### src/rtl/display_timings_pkg.sv
// display_timings_pkg: shared configuration record, the 640x480 reset mode
// and the helper that turns a configuration into signed beam landmarks.
package display_timings_pkg;

    // Storage width of every configuration field; port fields are zero-extended.
    localparam int CFG_FW = 16;

    // Signed width of derived landmarks. Wide enough for CORDW+2 up to CORDW=30.
    localparam int DW = 32;

    typedef struct packed {
        logic [CFG_FW-1:0] h_res;
        logic [CFG_FW-1:0] h_fp;
        logic [CFG_FW-1:0] h_sync;
        logic [CFG_FW-1:0] h_bp;
        logic [CFG_FW-1:0] v_res;
        logic [CFG_FW-1:0] v_fp;
        logic [CFG_FW-1:0] v_sync;
        logic [CFG_FW-1:0] v_bp;
        logic              h_pol;   // 1 = positive sync
        logic              v_pol;
    } timing_cfg_t;

    typedef struct packed {
        logic signed [DW-1:0] h_sta;   // first blanking column (negative)
        logic signed [DW-1:0] hs_sta;  // sync asserted for hs_sta < x <= hs_end
        logic signed [DW-1:0] hs_end;
        logic signed [DW-1:0] ha_end;  // last active column
        logic signed [DW-1:0] v_sta;
        logic signed [DW-1:0] vs_sta;
        logic signed [DW-1:0] vs_end;
        logic signed [DW-1:0] va_end;
    } timing_derived_t;

    localparam timing_cfg_t CFG_640X480 = '{
        h_res:  16'd640,
        h_fp:   16'd16,
        h_sync: 16'd96,
        h_bp:   16'd48,
        v_res:  16'd480,
        v_fp:   16'd10,
        v_sync: 16'd2,
        v_bp:   16'd33,
        h_pol:  1'b0,
        v_pol:  1'b0
    };

    // Zero-extend a configuration field to the derived width.
    function automatic logic [DW-1:0] zext(input logic [CFG_FW-1:0] v);
        return {{(DW-CFG_FW){1'b0}}, v};
    endfunction

    // Blanking sits at negative coordinates, so the line starts at -(fp+sync+bp).
    function automatic timing_derived_t derive_timing(input timing_cfg_t c);
        timing_derived_t d;
        d.h_sta  = -$signed(zext(c.h_fp) + zext(c.h_sync) + zext(c.h_bp));
        d.hs_sta = d.h_sta + $signed(zext(c.h_fp));
        d.hs_end = d.hs_sta + $signed(zext(c.h_sync));
        d.ha_end = $signed(zext(c.h_res)) - 32'sd1;
        d.v_sta  = -$signed(zext(c.v_fp) + zext(c.v_sync) + zext(c.v_bp));
        d.vs_sta = d.v_sta + $signed(zext(c.v_fp));
        d.vs_end = d.vs_sta + $signed(zext(c.v_sync));
        d.va_end = $signed(zext(c.v_res)) - 32'sd1;
        return d;
    endfunction

endpackage

### src/rtl/display_timings_cfg_check.sv
// display_timings_cfg_check: combinational legality check of an offered mode.
// A mode is legal when it has non-zero active area and sync widths and each
// axis total still fits the positive range of a CORDW-bit signed coordinate.
module display_timings_cfg_check
    import display_timings_pkg::*;
#(
    parameter int CORDW = 16
) (
    input  timing_cfg_t cfg,
    output logic        ok
);

    logic [DW-1:0] h_sum_s;
    logic [DW-1:0] v_sum_s;
    logic [DW-1:0] lim_s;
    logic          unused_pol_s;

    // Polarity never affects legality.
    assign unused_pol_s = cfg.h_pol ^ cfg.v_pol;

    // Evaluate the zero-field and total-length rules.
    always_comb begin
        h_sum_s = zext(cfg.h_res) + zext(cfg.h_fp) + zext(cfg.h_sync) + zext(cfg.h_bp);
        v_sum_s = zext(cfg.v_res) + zext(cfg.v_fp) + zext(cfg.v_sync) + zext(cfg.v_bp);
        lim_s   = (32'd1 << (CORDW - 1)) - 32'd1;
        ok      = (cfg.h_res  != {CFG_FW{1'b0}}) &&
                  (cfg.v_res  != {CFG_FW{1'b0}}) &&
                  (cfg.h_sync != {CFG_FW{1'b0}}) &&
                  (cfg.v_sync != {CFG_FW{1'b0}}) &&
                  (h_sum_s <= lim_s) &&
                  (v_sum_s <= lim_s);
    end

endmodule

### src/rtl/display_timings_dyn.sv
// display_timings_dyn: run-time reconfigurable video timing generator.
// A new mode is accepted over a valid/ready port into a single pending slot
// and only swapped in on the last pixel of a frame, so frames never tear.
module display_timings_dyn
    import display_timings_pkg::*;
#(
    parameter int CORDW = 16,
    parameter int RESW  = 12,
    parameter int HPW   = 8,
    parameter int VPW   = 6
) (
    input  logic                    i_pix_clk,
    input  logic                    i_rst,
    input  logic                    i_cfg_valid,
    output logic                    o_cfg_ready,
    input  logic [RESW-1:0]         i_cfg_h_res,
    input  logic [RESW-1:0]         i_cfg_v_res,
    input  logic [HPW-1:0]          i_cfg_h_fp,
    input  logic [HPW-1:0]          i_cfg_h_sync,
    input  logic [HPW-1:0]          i_cfg_h_bp,
    input  logic [VPW-1:0]          i_cfg_v_fp,
    input  logic [VPW-1:0]          i_cfg_v_sync,
    input  logic [VPW-1:0]          i_cfg_v_bp,
    input  logic                    i_cfg_h_pol,
    input  logic                    i_cfg_v_pol,
    input  logic signed [CORDW-1:0] i_irq_line,
    output logic                    o_hs,
    output logic                    o_vs,
    output logic                    o_de,
    output logic                    o_frame,
    output logic                    o_line,
    output logic                    o_line_irq,
    output logic                    o_cfg_applied,
    output logic                    o_cfg_err,
    output logic signed [CORDW-1:0] o_sx,
    output logic signed [CORDW-1:0] o_sy
);

    localparam timing_derived_t RST_D = derive_timing(CFG_640X480);
    localparam logic signed [CORDW-1:0] ONE = {{(CORDW-1){1'b0}}, 1'b1};

    timing_cfg_t          active_r;
    timing_cfg_t          pending_r;
    timing_cfg_t          cfg_in_s;
    timing_derived_t      act_d_s;
    timing_derived_t      pend_d_s;
    logic                 cfg_ready_r;   // high while the pending slot is empty
    logic                 applied_r;
    logic                 err_r;
    logic                 cfg_ok_s;
    logic                 accept_s;
    logic                 offer_bad_s;
    logic                 line_end_s;
    logic                 frame_end_s;
    logic                 apply_s;
    logic                 unused_pend_s;
    logic signed [CORDW-1:0] sx_r;
    logic signed [CORDW-1:0] sy_r;
    logic signed [DW-1:0]    sx_w_s;
    logic signed [DW-1:0]    sy_w_s;

    // Gather the port fields into one configuration record.
    always_comb begin
        cfg_in_s        = CFG_640X480;
        cfg_in_s.h_res  = CFG_FW'(i_cfg_h_res);
        cfg_in_s.v_res  = CFG_FW'(i_cfg_v_res);
        cfg_in_s.h_fp   = CFG_FW'(i_cfg_h_fp);
        cfg_in_s.h_sync = CFG_FW'(i_cfg_h_sync);
        cfg_in_s.h_bp   = CFG_FW'(i_cfg_h_bp);
        cfg_in_s.v_fp   = CFG_FW'(i_cfg_v_fp);
        cfg_in_s.v_sync = CFG_FW'(i_cfg_v_sync);
        cfg_in_s.v_bp   = CFG_FW'(i_cfg_v_bp);
        cfg_in_s.h_pol  = i_cfg_h_pol;
        cfg_in_s.v_pol  = i_cfg_v_pol;
    end

    display_timings_cfg_check #(
        .CORDW (CORDW)
    ) u_cfg_check (
        .cfg (cfg_in_s),
        .ok  (cfg_ok_s)
    );

    assign act_d_s  = derive_timing(active_r);
    assign pend_d_s = derive_timing(pending_r);

    // Only the start point of the pending mode is needed before it becomes active.
    assign unused_pend_s = ^{pend_d_s.hs_sta, pend_d_s.hs_end, pend_d_s.ha_end,
                             pend_d_s.vs_sta, pend_d_s.vs_end, pend_d_s.va_end};

    assign sx_w_s = {{(DW-CORDW){sx_r[CORDW-1]}}, sx_r};
    assign sy_w_s = {{(DW-CORDW){sy_r[CORDW-1]}}, sy_r};

    assign line_end_s  = (sx_w_s == act_d_s.ha_end);
    assign frame_end_s = line_end_s && (sy_w_s == act_d_s.va_end);

    // Apply only a config that was already pending before this frame-end edge;
    // one captured on the frame-end edge itself therefore waits a full frame.
    assign apply_s     = frame_end_s && !cfg_ready_r;
    assign accept_s    = i_cfg_valid && cfg_ready_r && cfg_ok_s;
    assign offer_bad_s = i_cfg_valid && !cfg_ok_s;

    // Handshake, pending slot and active mode registers.
    always_ff @(posedge i_pix_clk or posedge i_rst) begin
        if (i_rst) begin
            active_r    <= CFG_640X480;
            pending_r   <= CFG_640X480;
            cfg_ready_r <= 1'b1;
            applied_r   <= 1'b0;
            err_r       <= 1'b0;
        end else begin
            err_r     <= offer_bad_s;
            applied_r <= apply_s;
            if (apply_s) begin
                active_r    <= pending_r;
                cfg_ready_r <= 1'b1;
            end else if (accept_s) begin
                pending_r   <= cfg_in_s;
                cfg_ready_r <= 1'b0;
            end else begin
                cfg_ready_r <= cfg_ready_r;
            end
        end
    end

    // Beam counters; a mode swap restarts them at the new mode's blanking origin.
    always_ff @(posedge i_pix_clk or posedge i_rst) begin
        if (i_rst) begin
            sx_r <= RST_D.h_sta[CORDW-1:0];
            sy_r <= RST_D.v_sta[CORDW-1:0];
        end else if (apply_s) begin
            sx_r <= pend_d_s.h_sta[CORDW-1:0];
            sy_r <= pend_d_s.v_sta[CORDW-1:0];
        end else if (line_end_s) begin
            sx_r <= act_d_s.h_sta[CORDW-1:0];
            if (frame_end_s) begin
                sy_r <= act_d_s.v_sta[CORDW-1:0];
            end else begin
                sy_r <= sy_r + ONE;
            end
        end else begin
            sx_r <= sx_r + ONE;
        end
    end

    // Zero-latency decodes of the beam position against the active mode.
    always_comb begin
        o_hs       = 1'b0;
        o_vs       = 1'b0;
        o_de       = 1'b0;
        o_frame    = 1'b0;
        o_line     = 1'b0;
        o_line_irq = 1'b0;
        if ((sx_w_s > act_d_s.hs_sta) && (sx_w_s <= act_d_s.hs_end)) begin
            o_hs = active_r.h_pol;
        end else begin
            o_hs = ~active_r.h_pol;
        end
        if ((sy_w_s > act_d_s.vs_sta) && (sy_w_s <= act_d_s.vs_end)) begin
            o_vs = active_r.v_pol;
        end else begin
            o_vs = ~active_r.v_pol;
        end
        o_de       = !sx_r[CORDW-1] && !sy_r[CORDW-1];
        o_line     = (sx_w_s == act_d_s.h_sta);
        o_frame    = o_line && (sy_w_s == act_d_s.v_sta);
        o_line_irq = o_line && (sy_r == i_irq_line);
    end

    assign o_sx          = sx_r;
    assign o_sy          = sy_r;
    assign o_cfg_ready   = cfg_ready_r;
    assign o_cfg_applied = applied_r;
    assign o_cfg_err     = err_r;

endmodule

### config.mk
export PLATFORM = sky130hd
export DESIGN_NAME = display_timings_dyn
export DESIGN_NICKNAME = d
export VERILOG_FILES = /design/src/rtl/display_timings_pkg.sv /design/src/rtl/display_timings_cfg_check.sv /design/src/rtl/display_timings_dyn.sv
export SDC_FILE = /design/constraint.sdc
export NUM_CORES = 1
export LEC_CHECK = 0
export ABC_AREA = 1
export CAP_MARGIN = 20
export CORE_UTILIZATION = 40
export CTS_BUF_LIST = sky130_fd_sc_hd__clkbuf_8 sky130_fd_sc_hd__clkbuf_16
export CTS_CLUSTER_DIAMETER = 150
export DETAILED_ROUTE_END_ITERATION = 10
export PLACE_DENSITY = 0.6
export SYNTH_ARGS = -nofsm -noshare
export SYNTH_HDL_FRONTEND = slang
export SYNTH_HIERARCHICAL = 1
export SYNTH_SLANG_ARGS = --single-unit
### constraint.sdc
create_clock -name i_pix_clk -period 11.9 [get_ports i_pix_clk]
set_input_delay 3.57 -clock i_pix_clk [delete_from_list [all_inputs] [get_ports i_pix_clk]]
set_output_delay 3.57 -clock i_pix_clk [all_outputs]
set_load 0.005 [all_outputs]
==> flow_summary_export.csv <==
group,metric,value,unit
clock_network,number_of_buffers_added_for_setup_after_cts,0,
outcome,outcome,"finished, final reports clean",
clock_network,cts_max_level,4,
power,ir_drop,0.1329,mV
floorplanning,design.core.area,49150,sq um
synthesis,syn_avg_cell_area,7.150,sq um
timing,hold_viol,0,
timing,timing.final.max_slew_violations,0,
timing,finalSetupViolations,0,
timing,setup-tns-final,0,ns
global_routing,gr-usage-all-layers,21.78,%
synthesis,synth_cell_types,60,
layout,areaGrowthSynthToFinish,13.89,%
timing,fin_worst_skew,0.01727,ns
layout,mostFrequentLayoutCells,"703 x nand2_1, 504 x inv_1, 260 x ha_1",
routing,antenna_violating_nets_post_route,0,
floorplanning,die_area,50930,sq um
layout,final_layout_size_suffix_gt1_share,5.656,%
synthesis,number_of_enable_flip_flop_cells_after_synthesis,0,
power,power.switching,0.001136,W
clock_network,cts-buffers-inserted,17,
routing,drt-initial-drc-count,1110,
routing,drt-vias-per-instance,4.935,
layout,layout_net_count,3418,
placed_design,routabilityCongestion,0.9289,
hold_path,worstHoldPathType,"reg2reg",
floorplanning,die-width,225.7,um
hold_path,holdCritStartpoint,"pending_r[61]",
power,power_leakage,11.41,nW
hold_path,whs_path_depth,2,
worst_setup_path,launch_point_of_the_worst_reg_to_reg_path,"active_r[114]",
global_routing,pin_count_of_the_biggest_net_entering_global_routing,100,
routing,detail_route.first_pass.iterations,7,
power,switching_share,42.83,%
worst_setup_path,worstReg2RegEnd,"o_sx[9]",
floorplanning,floorplan.initialDensity,40.71,%
timing,worst_hold_margin,0.4775,ns
floorplanning,boundaryPins,128,
layout,fillerInstances,5037,
worst_setup_path,path_common_cell,"nand2_1",
floorplanning,die_height,225.7,um
timing,unrepaired_setup_endpoints_after_global_routing,"no",
power,internal_power,0.001516,W
power,combinational_share_of_power,49.7,%
global_routing,first_global_vias,17475,
worst_setup_path,cpPeakStageDelay,0.53,ns
placed_design,io_buffer_count,127,
clock_network,cts_root_buf,"clkbuf_16",
synthesis,post_synth_instance_area,20010,sq um
power,power_per_unit_of_standard_cell_area,116.4,nW/um^2
layout,layout.cells.most_common,"nand2_1",
synthesis,asyncSetResetFlopFracSynth,100.0,%
clock_network,clock_path_buffers,2,
clock_network,cts.hold.buffers_added,0,
timing,max_freq,93.99,MHz
clock_network,worstSkewPairLatency,0.46,ns
clock_network,clock_tree_from_tritoncts,"built",
worst_setup_path,worst_setup_end_kind,"output port",
worst_setup_path,required,8.33,ns
worst_setup_path,critical_path_class,"reg2out",
worst_setup_path,crit_cells,33,
synthesis,seq_area_frac_synth,21.73,%
synthesis,number_of_standard_cells_after_synthesis,2799,
timing,final.min_clock_period,10.64,ns
worst_setup_path,start_kind,"flop",
global_routing,gr-total-overflow,0,
floorplanning,fp-row-count,81,
timing,tightest_slew,1.014,ns
clock_network,clk_pin_slew,0.08,ns
worst_setup_path,critical_path_s_top_delay_family,"simple AND/OR/NAND/NOR gates",
timing,maxSlewHeadroom,31.75,%
routing,drt_drc_violations_left,0,
hold_path,worst_hold_path.endpoint,"active_r[61]",
layout,final_util,46.37,%
global_routing,antenna_found_initial,0,
worst_setup_path,critical_path_peak_fanout,8,
placed_design,place.detailed.hpwl,44260,um
worst_setup_path,worstPathBufferInverterCount,5,
synthesis,synth-warning-count,6,
power,clock_power_share,22.0,%
flow_run,drv_cap,0,
power,seqPwrFrac,28.3,%
clock_network,cts.repair.resized,0,
routing,routed-via-count,18028,
worst_setup_path,worst-r2r-cell-count,16,
worst_setup_path,setup.reg_to_reg.worst_slack,8.07,ns
global_routing,wire_length_of_the_first_global_routing_pass,88060,um
worst_setup_path,cp_slowest_cell,"fa_1",
routing,post_drt_wl_per_cell,14.72,um
clock_network,clock_sink_count,171,
synthesis,yosys_most_used_dff,"dfrtp_1",
synthesis,synth.ff_latch_count,171,
routing,total_wirelength_of_the_detailed_routed_design,53790,um
worst_setup_path,worst_ep_arrival_time,7.07,ns
timing,finalCritPeriodShare,89.41,%
==> synthesized netlist by cell type (3+ instances only) <==
| cell type | instances | area share (%) |
|---|---|---|
| a211oi_1 | 6 | 0.23 |
| a21o_1 | 3 | 0.11 |
| a21oi_1 | 134 | 3.4 |
| a21oi_2 | 4 | 0.18 |
| a31oi_1 | 9 | 0.28 |
| buf_2 | 12 | 0.30 |
| buf_4 | 6 | 0.23 |
| buf_6 | 5 | 0.28 |
| clkbuf_1 | 33 | 0.62 |
| dfrtp_1 | 115 | 14 |
| dfstp_2 | 56 | 7.4 |
| fa_1 | 96 | 9.6 |
| ha_1 | 260 | 16 |
| inv_1 | 506 | 9.5 |
| inv_2 | 11 | 0.21 |
| nand2_1 | 703 | 13 |
| nand2_2 | 11 | 0.34 |
| nand3_1 | 141 | 3.5 |
| nand3_2 | 5 | 0.25 |
| nand3b_1 | 8 | 0.30 |
| nand4_1 | 43 | 1.3 |
| nor2_1 | 198 | 3.7 |
| nor2_2 | 9 | 0.28 |
| nor2_4 | 8 | 0.45 |
| nor3_1 | 22 | 0.55 |
| nor4_1 | 15 | 0.47 |
| o211ai_1 | 9 | 0.34 |
| o211ai_2 | 3 | 0.19 |
| o21a_1 | 7 | 0.26 |
| o21ai_0 | 146 | 3.7 |
| o21ai_1 | 58 | 1.5 |
| o21ai_2 | 9 | 0.39 |
| o21bai_1 | 9 | 0.34 |
| o22ai_1 | 5 | 0.16 |
| or2_2 | 4 | 0.13 |
| xnor2_1 | 27 | 1.2 |
| xor2_1 | 74 | 3.2 |
| xor2_2 | 3 | 0.24 |
==> layer usage <==
| layer | global-route usage (%) | routed length [um] |
|---|---|---|
| met1 | 30.48 | 26310 |
| met2 | 35.47 | 24290 |
| met3 | 2.173 | 2051 |
| met4 | 6.276 | 1131 |
| met5 | 0 | 0 |
==> cell type report <==
class | instances | area, sq um | area share (%)
multi-input cells | 2135 | 13730 | 60.26
clock buffers | 17 | 425.4 | 1.867
diodes | 1 | 2.502 | 0.01098
inverters | 518 | 1951 | 8.559
repair buffers | 132 | 1309 | 5.743
clock inverters | 15 | 188.9 | 0.8290
flip-flops and latches | 171 | 4349 | 19.08
well taps | 664 | 830.8 | 3.645
==> tightest hold or removal path, cell delays in order, from the launching register on <==
cell,delay (ns)
dfrtp_1,0.35
nand2_1,0.05
nand2_1,0.05
==> sequential cells by signal, indices dropped and copies added (netlist names) <==
| signal | cells |
|---|---|
| o_cfg_ready | 1 |
| active_r | 68 |
| o_cfg_applied | 1 |
| o_cfg_err | 1 |
| o_sy | 16 |
| o_sx | 16 |
| pending_r | 68 |
==> stage by stage <==
step	setup slack, ns	power (W)	cells	instance area [sq um]
after global placement	1.824	0.002037	3619	22170
final	1.261	0.002652	3653	22790
after floorplan	2.931	0.001738	2882	20320
after detailed placement	1.771	0.002062	3620	22170
after CTS	1.269	0.002666	3652	22790
after global routing	0.6655	0.002912	3652	22790
==> cells by family (layout without fill, tap and decap cells) <==
logic type | Yosys count | count (layout) | synth area share (%)
AND/OR/NAND/NOR | 1179 | 1179 | 25.19
buffers and inverters | 576 | 682 | 11.19
AO/OA/AOI/OAI | 412 | 412 | 11.34
adder cells (fa/ha/maj) | 356 | 356 | 25.86
flip-flops | 171 | 171 | 21.73
XOR/XNOR | 104 | 104 | 4.664
other | 1 | 85 | 0.01874
==> power by group through the flow <==
stage          clock [W]  combinational [W]  sequential [W]
3_3_place_gp           0            0.00128        0.000755
4_1_cts         0.000602            0.00132        0.000749
6_report        0.000584            0.00132        0.000749
2_1_floorplan          0           0.000992        0.000745
5_1_grt         0.000621            0.00153        0.000759
3_5_place_dp           0            0.00130        0.000760
==> worst max path at each step <==
| stage | slack (ns) | end | start |
|---|---|---|---|
| after floorplan | 2.93 | o_vs | active_r[19] |
| after global placement | 1.82 | o_hs | active_r[83] |
| after detailed placement | 1.77 | o_hs | active_r[83] |
| after CTS | 1.27 | o_hs | active_r[83] |
| after global routing | 0.67 | o_hs | active_r[83] |
| final | 1.26 | o_hs | active_r[83] |
Power figures use the tool's default switching activity.
==> edit (config.mk and constraints unchanged) <==
Register the output `o_line_irq`, with the module's reset; this adds one clock of latency there. The other outputs are not delayed to match.
--- a/src/rtl/display_timings_dyn.sv
+++ b/src/rtl/display_timings_dyn.sv
@@ -38,6 +38,8 @@
 
     localparam timing_derived_t RST_D = derive_timing(CFG_640X480);
     localparam logic signed [CORDW-1:0] ONE = {{(CORDW-1){1'b0}}, 1'b1};
+
+    logic o_line_irq_d;
 
     timing_cfg_t          active_r;
     timing_cfg_t          pending_r;
@@ -150,7 +152,7 @@
         o_de       = 1'b0;
         o_frame    = 1'b0;
         o_line     = 1'b0;
-        o_line_irq = 1'b0;
+        o_line_irq_d = 1'b0;
         if ((sx_w_s > act_d_s.hs_sta) && (sx_w_s <= act_d_s.hs_end)) begin
             o_hs = active_r.h_pol;
         end else begin
@@ -164,7 +166,7 @@
         o_de       = !sx_r[CORDW-1] && !sy_r[CORDW-1];
         o_line     = (sx_w_s == act_d_s.h_sta);
         o_frame    = o_line && (sy_w_s == act_d_s.v_sta);
-        o_line_irq = o_line && (sy_r == i_irq_line);
+        o_line_irq_d = o_line && (sy_r == i_irq_line);
     end
 
     assign o_sx          = sx_r;
@@ -173,5 +175,13 @@
     assign o_cfg_applied = applied_r;
     assign o_cfg_err     = err_r;
 
+    always_ff @(posedge i_pix_clk or posedge i_rst) begin
+        if (i_rst) begin
+            o_line_irq <= '0;
+        end else begin
+            o_line_irq <= o_line_irq_d;
+        end
+    end
+
 endmodule
 
Formal check against the unedited RTL: not equivalent (Yosys sat finds a counterexample within 4 cycles, from zero or initial values and one cycle with i_rst high).
==> edit against the original RTL <==
- synthesized area up 0.13%
- cell area about the same
- wire length grew 0.86%
- sequential power rose by 0.9%
- clock skew decreased by 0.0077 ns
- final cell count unchanged
- sequential cell count increased by 1
- clock power about the same
- global-route usage up 0.22 points
- power up 1.6%
- setup slack worse by 0.055 ns
- fmax shrank 0.51%
- largest power group unchanged
==> edit: results <==
[route]
drt-initial-drc-count = 1129
route.met2.wl_mm = 24.77
routed-wl-met3_mm = 2.045
wl_mm = 54.25
viasPerCell = 4.927
drt_first_pass_iters = 5

[critical_path]
arrival_ns = 7.12
path_max_fanout = 4
crit_family = adder cells

[synth]
yosysSeqAreaShare_pct = 21.83
synth_fa_ha_area_share_pct = 25.83
synth-compound-area-share_pct = 11.33

[pwr]
p_sw_w = 0.001155
pwr-share-seq_pct = 28.1

[layout]
final-clk-cell-share_pct = 2.672
fill_cells = 4989
multi_input_area_share_pct = 60.22
drive_above_1_share_pct = 5.654
fin_nets = 3419
clock_buffers = 18

[placed_design]
place_hpwl_mm = 44.70

[global_routing]
grt_pass1_wl_mm = 89.24
grt_pass1_vias = 17732
grt_use_total_pct = 21.99
met1_usage_pct = 31.11
grt_max_degree = 101
met2_usage_pct = 35.95

[run_status]
status = finished, final reports clean

[timing]
fin_skew_ns = 0.009526
-- edit: changes by cell type in the layout (fill, tap and decap cells not counted), moves of 2 or more --
cell	unedited run	this run
clkinvlp_4	0	2
clkinv_8	5	3
inv_6	2	4
clkinv_4	3	0
-- edit: final timing paths --
path,depth (start not counted),to,slack [ns]
setup / recovery,34,o_hs,1.21
hold / removal,2,active_r[61]$_DFFE_PP0P_,0.48
setup reg to reg,20,o_line_irq$_DFF_PP0_,7.73
hold reg to reg,2,active_r[61]$_DFFE_PP0P_,0.48
max in group asynchronous,3,pending_r[4]$_DFFE_PP0P_,6.72
min in group asynchronous,2,o_cfg_err$_DFF_PP0_,3.67
-- edit: per-stage QoR --
step	instance area (um^2)	setup WS [ns]	power [W]	util, %
after floorplan	20350	2.931	0.001741	-
after global placement	22200	1.832	0.002054	45.16
after detailed placement	22200	1.776	0.002091	45.16
after CTS	22810	1.259	0.002695	46.40
after global routing	22810	0.7484	0.002939	46.40
final	22810	1.206	0.002694	46.40
